$ cat src/rtl/memory_access_pkg.sv
//------------------------------------------------------------------------------
// memory_access_pkg
// Shared writeback-source codes, load/store funct3 codes, M-stage FSM states
// and access-size helpers.
// Revision: 1.0
//------------------------------------------------------------------------------
`default_nettype none

package memory_access_pkg;

    localparam logic [1:0] RDSRC_ALU = 2'd0;
    localparam logic [1:0] RDSRC_MEM = 2'd1;
    localparam logic [1:0] RDSRC_PC4 = 2'd2;
    localparam logic [1:0] RDSRC_CSR = 2'd3;

    localparam logic [2:0] FUNCT3_B  = 3'b000;
    localparam logic [2:0] FUNCT3_H  = 3'b001;
    localparam logic [2:0] FUNCT3_W  = 3'b010;
    localparam logic [2:0] FUNCT3_BU = 3'b100;
    localparam logic [2:0] FUNCT3_HU = 3'b101;

    typedef enum logic [1:0] {
        MEM_IDLE = 2'd0,
        MEM_ADDR = 2'd1,
        MEM_RESP = 2'd2,
        MEM_DONE = 2'd3
    } mem_state_e;

    // log2 of the access size in bytes; codes not defined for the op act as a word access
    function automatic logic [1:0] access_log2size(input logic is_store, input logic [2:0] f3);
        logic [1:0] lg;
        lg = 2'd2;
        if (is_store) begin
            case (f3)
                FUNCT3_B: lg = 2'd0;
                FUNCT3_H: lg = 2'd1;
                default:  lg = 2'd2;
            endcase
        end else begin
            case (f3)
                FUNCT3_B, FUNCT3_BU: lg = 2'd0;
                FUNCT3_H, FUNCT3_HU: lg = 2'd1;
                default:             lg = 2'd2;
            endcase
        end
        return lg;
    endfunction

    function automatic logic is_misaligned(input logic [1:0] lg, input logic [1:0] a);
        logic mis;
        case (lg)
            2'd0:    mis = 1'b0;
            2'd1:    mis = a[0];
            default: mis = |a;
        endcase
        return mis;
    endfunction

endpackage

`default_nettype wire

$ cat src/rtl/memory_access_lsu_align.sv
//------------------------------------------------------------------------------
// lsu_align
// Combinational store lane/byte-enable generation and load extract/extend.
// Revision: 1.0
//------------------------------------------------------------------------------
`default_nettype none

module lsu_align
    import memory_access_pkg::*;
(
    input  logic        i_is_store,
    input  logic [2:0]  i_funct3,
    input  logic [1:0]  i_addr_lo,
    input  logic [31:0] i_store_data,
    input  logic [31:0] i_rdata,
    output logic [3:0]  o_be,
    output logic [31:0] o_wdata,
    output logic [31:0] o_load_data
);

    logic [1:0]  w_lg;
    logic [7:0]  w_byte;
    logic [15:0] w_half;
    logic        w_unsigned;

    assign w_lg       = access_log2size(i_is_store, i_funct3);
    assign w_half     = i_addr_lo[1] ? i_rdata[31:16] : i_rdata[15:0];
    assign w_unsigned = (i_funct3 == FUNCT3_BU) || (i_funct3 == FUNCT3_HU);

    always_comb begin
        w_byte = i_rdata[7:0];
        case (i_addr_lo)
            2'd0: w_byte = i_rdata[7:0];
            2'd1: w_byte = i_rdata[15:8];
            2'd2: w_byte = i_rdata[23:16];
            2'd3: w_byte = i_rdata[31:24];
            default: w_byte = i_rdata[7:0];
        endcase
    end

    always_comb begin
        o_be        = 4'hF;
        o_wdata     = i_store_data;
        o_load_data = i_rdata;
        case (w_lg)
            2'd0: begin
                o_be        = 4'b0001 << i_addr_lo;
                o_wdata     = {4{i_store_data[7:0]}};
                o_load_data = w_unsigned ? {24'd0, w_byte} : {{24{w_byte[7]}}, w_byte};
            end
            2'd1: begin
                o_be        = 4'b0011 << {i_addr_lo[1], 1'b0};
                o_wdata     = {2{i_store_data[15:0]}};
                o_load_data = w_unsigned ? {16'd0, w_half} : {{16{w_half[15]}}, w_half};
            end
            default: begin
                o_be        = 4'hF;
                o_wdata     = i_store_data;
                o_load_data = i_rdata;
            end
        endcase
    end

endmodule

`default_nettype wire

$ cat src/rtl/memory_access.sv
//------------------------------------------------------------------------------
// memory_access
// M pipeline stage: registers execute results, runs the data-memory bus
// transaction, aligns load data and presents results to writeback.
// Revision: 1.0
//------------------------------------------------------------------------------
`default_nettype none

module memory_access
    import memory_access_pkg::*;
#(
    parameter int unsigned DMEM_TIMEOUT = 0
) (
    input  logic        clk,
    input  logic        rst_n,
    input  logic        pc_write_e,
    input  logic        rd_write_e,
    input  logic [1:0]  rd_write_src_e,
    input  logic        mem_write_e,
    input  logic [2:0]  mem_funct3_e,
    input  logic [4:0]  rd_e,
    input  logic [31:0] pc_e,
    input  logic [31:0] alu_res_e,
    input  logic [31:0] mem_data_e,
    input  logic [31:0] csr_data_e,
    input  logic        flush_m,
    output logic        pc_write_m,
    output logic        rd_write_m,
    output logic [1:0]  rd_write_src_m,
    output logic [4:0]  rd_m,
    output logic [31:0] pc_m,
    output logic [31:0] alu_res_m,
    output logic [31:0] csr_data_m,
    output logic [31:0] load_data_m,
    output logic        stall_m,
    output logic        misaligned_m,
    output logic        bus_err_m,
    output logic        dmem_req,
    output logic        dmem_we,
    output logic [31:0] dmem_addr,
    output logic [3:0]  dmem_be,
    output logic [31:0] dmem_wdata,
    input  logic        dmem_gnt,
    input  logic        dmem_rvalid,
    input  logic [31:0] dmem_rdata
);

    localparam logic [31:0] c_tmo = DMEM_TIMEOUT;

    logic        r_pc_write;
    logic        r_rd_write;
    logic [1:0]  r_rd_write_src;
    logic [4:0]  r_rd;
    logic [31:0] r_pc;
    logic [31:0] r_alu_res;
    logic [31:0] r_csr_data;
    logic        r_mem_write;
    logic [2:0]  r_funct3;
    logic [31:0] r_store_data;
    logic [31:0] r_load_data;
    logic        r_misaligned;
    logic        r_bus_err;
    logic [31:0] r_tmo_cnt;
    mem_state_e  r_state;

    logic        w_stall;
    logic        w_req;
    logic        w_mem_op_e;
    logic        w_mis_e;
    logic        w_tmo_hit;
    logic [3:0]  w_be;
    logic [31:0] w_wdata;
    logic [31:0] w_load_ext;

    assign w_mem_op_e = mem_write_e | (rd_write_src_e == RDSRC_MEM);
    assign w_mis_e    = w_mem_op_e &
                        is_misaligned(access_log2size(mem_write_e, mem_funct3_e), alu_res_e[1:0]);
    assign w_stall    = (r_state == MEM_ADDR) || (r_state == MEM_RESP);
    assign w_req      = (r_state == MEM_ADDR);
    // The access is aborted on the edge that closes its DMEM_TIMEOUT-th stalled cycle
    assign w_tmo_hit  = (c_tmo != 32'd0) && ((r_tmo_cnt + 32'd1) == c_tmo);

    always_ff @(posedge clk or negedge rst_n) begin
        if (!rst_n) begin
            r_pc_write     <= 1'b0;
            r_rd_write     <= 1'b0;
            r_rd_write_src <= RDSRC_ALU;
            r_rd           <= '0;
            r_pc           <= '0;
            r_alu_res      <= '0;
            r_csr_data     <= '0;
            r_mem_write    <= 1'b0;
            r_funct3       <= '0;
            r_store_data   <= '0;
            r_load_data    <= '0;
            r_misaligned   <= 1'b0;
            r_bus_err      <= 1'b0;
            r_tmo_cnt      <= '0;
            r_state        <= MEM_IDLE;
        end else if (!w_stall) begin
            r_bus_err <= 1'b0;
            r_tmo_cnt <= '0;
            if (flush_m) begin
                r_pc_write     <= 1'b0;
                r_rd_write     <= 1'b0;
                r_rd_write_src <= RDSRC_ALU;
                r_rd           <= '0;
                r_pc           <= '0;
                r_alu_res      <= '0;
                r_csr_data     <= '0;
                r_mem_write    <= 1'b0;
                r_funct3       <= '0;
                r_store_data   <= '0;
                r_misaligned   <= 1'b0;
                r_state        <= MEM_IDLE;
            end else begin
                r_pc_write     <= pc_write_e;
                r_rd_write     <= rd_write_e;
                r_rd_write_src <= rd_write_src_e;
                r_rd           <= rd_e;
                r_pc           <= pc_e;
                r_alu_res      <= alu_res_e;
                r_csr_data     <= csr_data_e;
                r_mem_write    <= mem_write_e;
                r_funct3       <= mem_funct3_e;
                r_store_data   <= mem_data_e;
                r_misaligned   <= w_mis_e;
                if (!w_mem_op_e) begin
                    r_state <= MEM_IDLE;
                end else if (w_mis_e) begin
                    r_state <= MEM_DONE;
                end else begin
                    r_state <= MEM_ADDR;
                end
            end
        end else begin
            r_tmo_cnt <= r_tmo_cnt + 32'd1;
            // A bus completion in the same cycle as the timeout wins
            case (r_state)
                MEM_ADDR: begin
                    if (dmem_gnt) begin
                        r_state <= r_mem_write ? MEM_DONE : MEM_RESP;
                    end else if (w_tmo_hit) begin
                        r_state   <= MEM_DONE;
                        r_bus_err <= 1'b1;
                    end
                end
                MEM_RESP: begin
                    if (dmem_rvalid) begin
                        r_load_data <= w_load_ext;
                        r_state     <= MEM_DONE;
                    end else if (w_tmo_hit) begin
                        r_state   <= MEM_DONE;
                        r_bus_err <= 1'b1;
                    end
                end
                default: r_state <= r_state;
            endcase
        end
    end

    lsu_align u_lsu_align (
        .i_is_store   (r_mem_write),
        .i_funct3     (r_funct3),
        .i_addr_lo    (r_alu_res[1:0]),
        .i_store_data (r_store_data),
        .i_rdata      (dmem_rdata),
        .o_be         (w_be),
        .o_wdata      (w_wdata),
        .o_load_data  (w_load_ext)
    );

    assign pc_write_m     = r_pc_write;
    assign rd_write_m     = r_rd_write & ~r_misaligned & ~r_bus_err;
    assign rd_write_src_m = r_rd_write_src;
    assign rd_m           = r_rd;
    assign pc_m           = r_pc;
    assign alu_res_m      = r_alu_res;
    assign csr_data_m     = r_csr_data;
    assign load_data_m    = r_load_data;
    assign stall_m        = w_stall;
    assign misaligned_m   = r_misaligned;
    assign bus_err_m      = r_bus_err;

    assign dmem_req   = w_req;
    assign dmem_we    = w_req & r_mem_write;
    assign dmem_addr  = w_req ? {r_alu_res[31:2], 2'b00} : 32'd0;
    assign dmem_be    = w_req ? w_be : 4'd0;
    assign dmem_wdata = (w_req & r_mem_write) ? w_wdata : 32'd0;

endmodule

`default_nettype wire
$ cat config.mk
export PLATFORM = sky130hd
export DESIGN_NAME = memory_access
export DESIGN_NICKNAME = d
export VERILOG_FILES = /design/src/rtl/memory_access_pkg.sv /design/src/rtl/memory_access_lsu_align.sv /design/src/rtl/memory_access.sv
export SDC_FILE = /design/constraint.sdc
export NUM_CORES = 1
export LEC_CHECK = 0
export BUFFER_PORTS_ARGS = -buffer_cell sky130_fd_sc_hd__buf_2
export CAP_MARGIN = 20
export CORE_MARGIN = 5
export CORE_UTILIZATION = 43
export CTS_CLUSTER_SIZE = 14
export DETAILED_ROUTE_END_ITERATION = 8
export PLACE_DENSITY = 0.77
export SLEW_MARGIN = 10
export SYNTH_ARGS = -nofsm -noshare
export SYNTH_HDL_FRONTEND = slang
export SYNTH_SLANG_ARGS = --single-unit
$ cat constraint.sdc
create_clock -name clk -period 1.88 [get_ports clk]
set_clock_uncertainty 0.1 [all_clocks]
set_input_delay 0.47 -clock clk [delete_from_list [all_inputs] [get_ports clk]]
set_output_delay 0.47 -clock clk [all_outputs]
set_load 0.1 [all_outputs]
==> results of run 1 <==
## cell usage in the layout (no fill, tap or decap), types with 5 or more instances in the layout
cell,instances
a211oi_1,5
a211oi_4,8
a21oi_1,12
a21oi_2,17
a21oi_4,19
a22o_1,10
a31o_2,6
a31oi_1,6
and2_4,32
and3_1,7
buf_12,86
buf_16,7
buf_2,298
buf_4,66
buf_6,18
buf_8,6
clkbuf_16,23
clkbuf_4,9
dfrtp_1,171
diode_2,5
inv_1,130
inv_8,6
mux2i_1,9
nand2_1,55
nand2_4,7
nand3b_1,131
nor2_1,40
nor2_4,9
nor2b_1,10
nor3_1,14
o21ai_0,140
## routing by layer
metal | global-route usage, % | share of wire (%) | routed length (um)
met5 | 0 | 0.071 | 24
met4 | 10.1 | 3.1 | 1030
met3 | 5.95 | 8.2 | 2790
met2 | 46.5 | 52 | 17500
met1 | 33.8 | 37 | 12600
## flip-flops by register name, indices dropped and copies added, names as in the netlist
name	count
r_rd_write	1
load_data_m	32
csr_data_m	32
pc_m	32
r_mem_write	1
r_state	2
alu_res_m	32
r_store_data	32
rd_m	5
rd_write_src_m	2
misaligned_m	1
r_funct3	3
pc_write_m	1
## worst paths after layout
kind	endpoint	slack (ps)	depth (start not counted)
worst max-delay path	dmem_wdata[31]	-550	5
worst min-delay path	csr_data_m[31]	160	2
worst max register to register	load_data_m[29]	-320	7
worst min register to register	csr_data_m[31]	420	1
max in group asynchronous	alu_res_m[31]	690	3
min in group asynchronous	load_data_m[26]	430	2
## final cells by class
cell class	instances	area share, %
clock buffer	17	2.93
sequential	176	30.4
inverter	135	3.60
multi-input combinational	582	28.7
timing repair buffer	498	30.7
clock inverter	15	1.29
antenna	5	0.0862
tap	265	2.29
## what timing repair did
| action | CTS | global route |
|---|---|---|
| endpoints found under the hold margin | 30 | 0 |
| resized for setup | 55 | 63 |
| gates cloned | 4 | 6 |
| hold buffers | 1 | 0 |
| endpoints found under the setup margin | 91 | 192 |
| pin swaps | 12 | 23 |
| buffers inserted | 19 | 17 |
## logic make-up (layout without fill, tap and decap cells)
kind of cell / count (synthesis) / count (layout) / synth area share, %
adders and majority gates: 2 / 2 / 0.290
and+or+nand+nor: 322 / 322 / 21.7
DFF: 176 / 176 / 51.0
other: 1 / 8 / 0.0435
AOI/OAI and AO/OA: 241 / 241 / 15.7
muxes: 14 / 14 / 1.83
buffers and inverters: 210 / 665 / 9.41
## worst register-to-register path: cells and delay by family (launching register included)
kind / cells / cell delay, ps
AOI/OAI and AO/OA: 2 / 290
buffers and inverters: 3 / 410
DFF: 1 / 510
muxes: 2 / 790
## cells in the mapped netlist (9+ instances only)
master | count | area [sq um]
inv_1 | 135 | 507
a211oi_1 | 15 | 113
nor2_1 | 53 | 199
nand2_1 | 65 | 244
a22o_1 | 10 | 87.6
mux2i_1 | 9 | 90.1
clkbuf_1 | 60 | 225
nand3b_1 | 131 | 983
o21ai_0 | 145 | 726
dfrtp_1 | 176 | 4400
nor3_1 | 16 | 80.1
nor2b_1 | 12 | 75.1
a21oi_1 | 47 | 235
and2_1 | 32 | 200
## per-stage QoR
stage                     hold slack (ps)  setup slack [ps]  setup TNS, ps  area (sq um)
final                                 160              -545         -36080         14500
after CTS                             140              -539         -37370         14100
after global routing                  157              -596         -40110         14500
after global placement                320              -102          -2230         13000
after floorplan                      74.4              -723         -26640          9340
after detailed placement              317              -157          -3470         13000
==> flow_metrics.tcl, run 1 <==
set metrics [dict create \
    outcome "finished with violations" \
    violations "negative setup slack" \
    dp_hpwl_mm 23.4 \
    synthArstFlopShare_pct 100 \
    final-seq-area_sq_um 4420 \
    path_class "reg -> out" \
    grt_pass1_vias 8884 \
    clock_path_buffers 2 \
    syn_to_final_growth_pct 68.1 \
    slowest_delay_ps 430 \
    rsz0062_at_grt "true" \
    ys_seq_area_share_pct 51.0 \
    hold_viol 0 \
    cts.htree.levels 4 \
    synth-edff-count 0 \
    setup_slack_ps -545 \
    ctsRootBufferMaster "clkbuf_16" \
    synth_area_sq_um 8630 \
    fillCellCount 1319 \
    grt_pass1_wl_mm 48.4 \
    synth-seq-cells 176 \
    nets 1590 \
    ys_warn_count 0 \
    routedWlPerCell_um 20.0 \
    die_h_um 152 \
    synth-main-ff-cell "dfrtp_1" \
    grt_usage_pct 27.2 \
    dp.cells 1619 \
    synth_cell_types 40 \
    wl_mm 33.9 \
    vias 9015 \
    row_count 51 \
    ant_nets 0 \
    cts_sinks 176 \
    critPathLaunchType "register" \
    fin_crit_sh_pct 129 \
    finalSetupViolCount 86 \
    drc_errors 0 \
    relSlewSlack_pct 61.8 \
    min_path_type "in -> reg" \
    crit_arrival_ps 1860 \
    fp.dieW_um 152 \
    dr.pass1.iters 6 \
    io_pins 388 \
    gr-total-overflow 0 \
    grt_max_degree 77 \
    worst_pin_slew_ps 565 \
    cts_tree "yes" \
    maxCapViolations 0 \
    cts-buffers-inserted 17 \
    insertion_delay_ps 430 \
    io_buffers 384 \
    place_congestion 0.866 \
    multi_input_area_sq_um 4160 \
    drt_iter0_markers 610 \
    detail_route.vias_per_cell 5.32 \
    crit_start "r_funct3[2]" \
    final_cells 1693 \
    synth_area_per_cell_sq_um 8.93 \
    min_period_ps 2430 \
    max_freq_mhz 412 \
    antenna_found_initial 4 \
    slowest_stage "dfrtp_1" \
    layout-drive-gt1-share_pct 46.7 \
    core_sq_um 19600 \
    rr_startpoint "alu_res_m[0]" \
    cp_data_required_time_ps 1310 \
    fin_util_pct 74.1 \
    worstSetupEndpointType "primary output" \
    syn-instance-count 966 \
    critPathMaxFanout 11 \
    cp_num_buf_inv 2 \
    path_cells "a21oi_4 > buf_6 > nor2_2 > a211oi_4 > buf_12" \
    hold_start "csr_data_e[31]" \
    clk_pin_slew_ps 70 \
    slew_violations 0 \
    floorplan.initialDensity_pct 44.1 \
    path_delay_family "compound AO/OA/AOI/OAI gates" \
    die_area_sq_um 23000 \
]
Power of run 1 is left out: the tool's default activity adds up to more than one toggle a clock period on the data nets, which glitch-free logic cannot reach.
==> run 2, diff against run 1 <==
BUFFER_PORTS_ARGS = -buffer_cell sky130_fd_sc_hd__buf_4   (was -buffer_cell sky130_fd_sc_hd__buf_2)
CTS_CLUSTER_SIZE = 40   (was 14)
==> flow_metrics.tcl, run 2 (synthesis results as in run 1) <==
set metrics [dict create \
    outcome "finished with violations" \
    violations "negative setup slack" \
    crit_start "r_funct3[2]" \
    nets 1585 \
    fin_crit_sh_pct 135 \
    layout_commonest_cell "buf_4" \
    critPathMaxFanout 8 \
    vias 9202 \
    relSlewSlack_pct 62.3 \
    io_buffers 384 \
    fin_util_pct 77.9 \
    syn_to_final_growth_pct 76.9 \
    grt_max_degree 85 \
    slew_violations 0 \
    path_class "reg -> out" \
    cts_sinks 176 \
    max_freq_mhz 393 \
    maxCapViolations 0 \
    drt_iter0_markers 596 \
    ctsRootBufferMaster "clkbuf_16" \
    cts.htree.levels 4 \
    routedWlPerCell_um 21.9 \
    detail_route.vias_per_cell 5.46 \
    rsz0062_at_grt "true" \
    rr_startpoint "alu_res_m[0]" \
    gr-total-overflow 0 \
    place_congestion 0.882 \
    layout_common_cells "370 x buf_4, 170 x dfrtp_1, 140 x o21ai_0" \
    io_pins 388 \
    worstSetupEndpointType "primary output" \
    cp_data_required_time_ps 1310 \
    worst_pin_slew_ps 549 \
    row_count 51 \
    grt_pass1_vias 8781 \
    die_area_sq_um 23000 \
    min_path_type "in -> reg" \
    preCtsSetupSlack_ps -152 \
    core_sq_um 19600 \
    antenna_found_initial 2 \
    finalSetupViolCount 90 \
    grt_pass1_wl_mm 48.7 \
    critPathLaunchType "register" \
    setup_slack_ps -666 \
    cts-buffers-inserted 17 \
    hold_start "alu_res_e[31]" \
    layout-drive-gt1-share_pct 47.6 \
    hold_viol 0 \
    insertion_delay_ps 430 \
    clk_pin_slew_ps 70 \
    crit_arrival_ps 1980 \
    ant_nets 0 \
    drc_errors 0 \
    clock_path_buffers 2 \
    fp.dieW_um 152 \
    dr.pass1.iters 5 \
    grt_usage_pct 27.5 \
    die_h_um 152 \
    min_period_ps 2550 \
    dp_hpwl_mm 22.7 \
    cts_tree "yes" \
    wl_mm 37.0 \
    floorplan.initialDensity_pct 44.1 \
]
run 2: cell types whose count changed in the layout (fill, tap and decap cells not counted), sizes merged, moves of 2 or more:
cell    before  now
inv        141  139
buf        481  483
diode        5    3
clkinv       7    5
clkbuf      32   27
bufinv       1    3
run 2: final cells by class:
class	count	area, sq um
Antenna cell	3	7.51
Clock buffer	18	439
Clock inverter	14	200
Fill cell	1186	4320
Inverter	135	518
Multi-Input combinational cell	582	4210
Sequential cell	176	4420
Tap cell	265	332
Timing Repair Buffer	493	5140
run 2: per-stage QoR:
| stage | hold WS (ps) | setup TNS, ps | std cells | cell area (sq um) |
|---|---|---|---|---|
| after detailed placement | 272 | -3800 | 1610 | 12800 |
| after floorplan | 74.4 | -26640 | 968 | 9340 |
| after CTS | 132 | -31340 | 1651 | 14500 |
| after global routing | 141 | -41320 | 1685 | 15300 |
| after global placement | 271 | -2960 | 1610 | 12800 |
| final | 146 | -37420 | 1686 | 15300 |
run 2: worst paths after layout:
check                             endpoint  slack, ps  depth (start not counted)
setup / recovery            dmem_wdata[14]       -670                          5
hold / removal               alu_res_m[31]        150                          2
setup reg to reg           load_data_m[30]       -210                          6
hold reg to reg            load_data_m[15]        390                          1
max in group asynchronous         pc_m[14]        670                          3
min in group asynchronous  load_data_m[19]        390                          2
run 2: repair_timing:
action,in CTS,in global routing
buffers inserted,9,24
resized for setup,232,93
setup endpoints to repair,87,133
endpoints found under the hold margin,21,0
cloned,0,12
hold buffers,1,0
pin swaps,17,25
run 2: routing by layer:
metal	global-route usage (%)	vias to the layer above	wire, um
met2	47.7	501	19000
met1	32.5	4511	13000
met5	0	-	13
met3	7.05	124	3180
li1	-	4064	-
met4	10.9	2	1800
run 2: critical path, stage by stage, from the launching register on:
cell and delay (ps):
dfrtp_1 430, a21o_1 250, nor2_4 280, nand2_1 170, a21oi_4 210, buf_12 200
Power of run 2 is left out for the same reason.
==> run 3, diff against run 2 <==
PLACE_DENSITY = unset   (was 0.77)
PLACE_DENSITY_LB_ADDON = 0.3   (was unset)
==> flow_metrics.tcl, run 3 (synthesis results as in run 1) <==
set metrics [dict create \
    outcome "finished with violations" \
    violations "negative setup slack" \
    worstSetupEndpointType "primary output" \
    place_congestion 0.859 \
    syn_to_final_growth_pct 74.2 \
    drt_iter0_markers 702 \
    grt_max_degree 79 \
    min_period_ps 2450 \
    slowest_delay_ps 450 \
    clock_path_buffers 2 \
    fp.dieW_um 152 \
    hold_viol 0 \
    finalSetupViolCount 89 \
    io_pins 388 \
    crit_arrival_ps 1880 \
    slew_violations 0 \
    critPathLaunchType "register" \
    fin_util_pct 76.7 \
    maxCapViolations 0 \
    dr.pass1.iters 7 \
    drc_errors 0 \
    row_count 51 \
    gr-total-overflow 0 \
    crit_path_frequent_cell "buf_12" \
    cts_sinks 176 \
    floorplan.initialDensity_pct 44.1 \
    final_cells 1677 \
    grt_usage_pct 28.0 \
    final-seq-area_sq_um 4420 \
    rsz0062_at_grt "true" \
    path_class "reg -> out" \
    dp_hpwl_mm 23.0 \
    core_sq_um 19600 \
    detail_route.vias_per_cell 5.37 \
    dp.cells 1612 \
    critPathMaxFanout 8 \
    fin_crit_sh_pct 130 \
    clk_pin_slew_ps 70 \
    multi_input_area_sq_um 4160 \
    ctsRootBufferMaster "clkbuf_16" \
    setup_slack_ps -572 \
    place_area_sq_um 12900 \
    insertion_delay_ps 420 \
    path_cells "a21o_1 > nor2_4 > buf_12 > nand2_4 > a21oi_4 > buf_12" \
    io_buffers 384 \
    min_path_type "in -> reg" \
    grt_pass1_vias 8992 \
    nets 1579 \
    vias 9005 \
    diodes 0 \
    layout_commonest_cell "buf_4" \
    cp_data_required_time_ps 1310 \
    wl_mm 35.2 \
    cts.htree.levels 4 \
    ant_nets 0 \
    die_h_um 152 \
    slowest_stage "dfrtp_2" \
    routedWlPerCell_um 21.0 \
    die_area_sq_um 23000 \
    max_freq_mhz 408 \
    grt_pass1_wl_mm 49.6 \
    layout-drive-gt1-share_pct 46.7 \
    layout_common_cells "370 x buf_4, 168 x dfrtp_1, 141 x o21ai_0" \
    fin_area_sq_um 15000 \
    cts_tree "yes" \
    cts-buffers-inserted 17 \
    fillCellCount 1222 \
    antenna_found_initial 0 \
]
==> run 3: cell types whose count changed in the layout (fill, tap and decap cells not counted), moves of 3 or more <==
cell and change:
nor3_1 +3, buf_12 -3, buf_8 -3, nand2_1 +4, clkbuf_16 -3, nand2_2 -4
nor3_2 -3, nor2_4 -4, inv_8 +3, clkinv_4 -3, diode_2 -3
==> run 3: stage by stage <==
step           setup TNS [ps]  setup WS [ps]  hold WS, ps
6_report               -35020           -572          152
2_1_floorplan          -26640           -723         74.4
5_1_grt                -39780           -616          139
4_1_cts                -32270           -543          138
3_3_place_gp            -3240           -105          292
3_5_place_dp            -4490           -140          291
==> run 3: worst paths after layout <==
check,from,to,slack [ps],cells after the start
min in group asynchronous,rst_n,r_store_data[19],430,2
setup / recovery,r_mem_write,dmem_wdata[15],-570,6
setup reg to reg,alu_res_m[0],load_data_m[31],-210,6
hold reg to reg,load_data_m[15],load_data_m[15],400,1
max in group asynchronous,rst_n,r_store_data[6],560,3
hold / removal,alu_res_e[31],alu_res_m[31],150,2
==> run 3: timing repair <==
item	in CTS	in global routing
hold buffers	1	0
setup endpoints to repair	95	200
cloned	5	7
buffers inserted	6	21
endpoints found under the hold margin	23	0
resized for setup	225	63
pin swaps	17	22
==> run 3: area by class of cell <==
type | count | area share (%)
Timing Repair Buffer | 486 | 33.2
Sequential cell | 176 | 29.4
Multi-Input combinational cell | 583 | 27.7
Inverter | 135 | 3.45
Clock buffer | 17 | 2.83
Tap cell | 265 | 2.21
Clock inverter | 15 | 1.27
==> run 3: critical path, delay by kind of cell, from the launching register on <==
kind	cells	cell delay (ps)
AND/OR/NAND/NOR	2	220
flip-flops	1	450
AO/OA/AOI/OAI	2	430
buffers and inverters	2	360
==> run 3: metal layers <==
layer,global-route usage (%),up-vias,share of wire [%]
met5,0,-,0
met1,33.6,4378,36
li1,-,4060,-
met3,6.34,76,8.7
met2,49.4,491,52
met4,9.70,0,3.3
Power of run 3 is left out for the same reason.
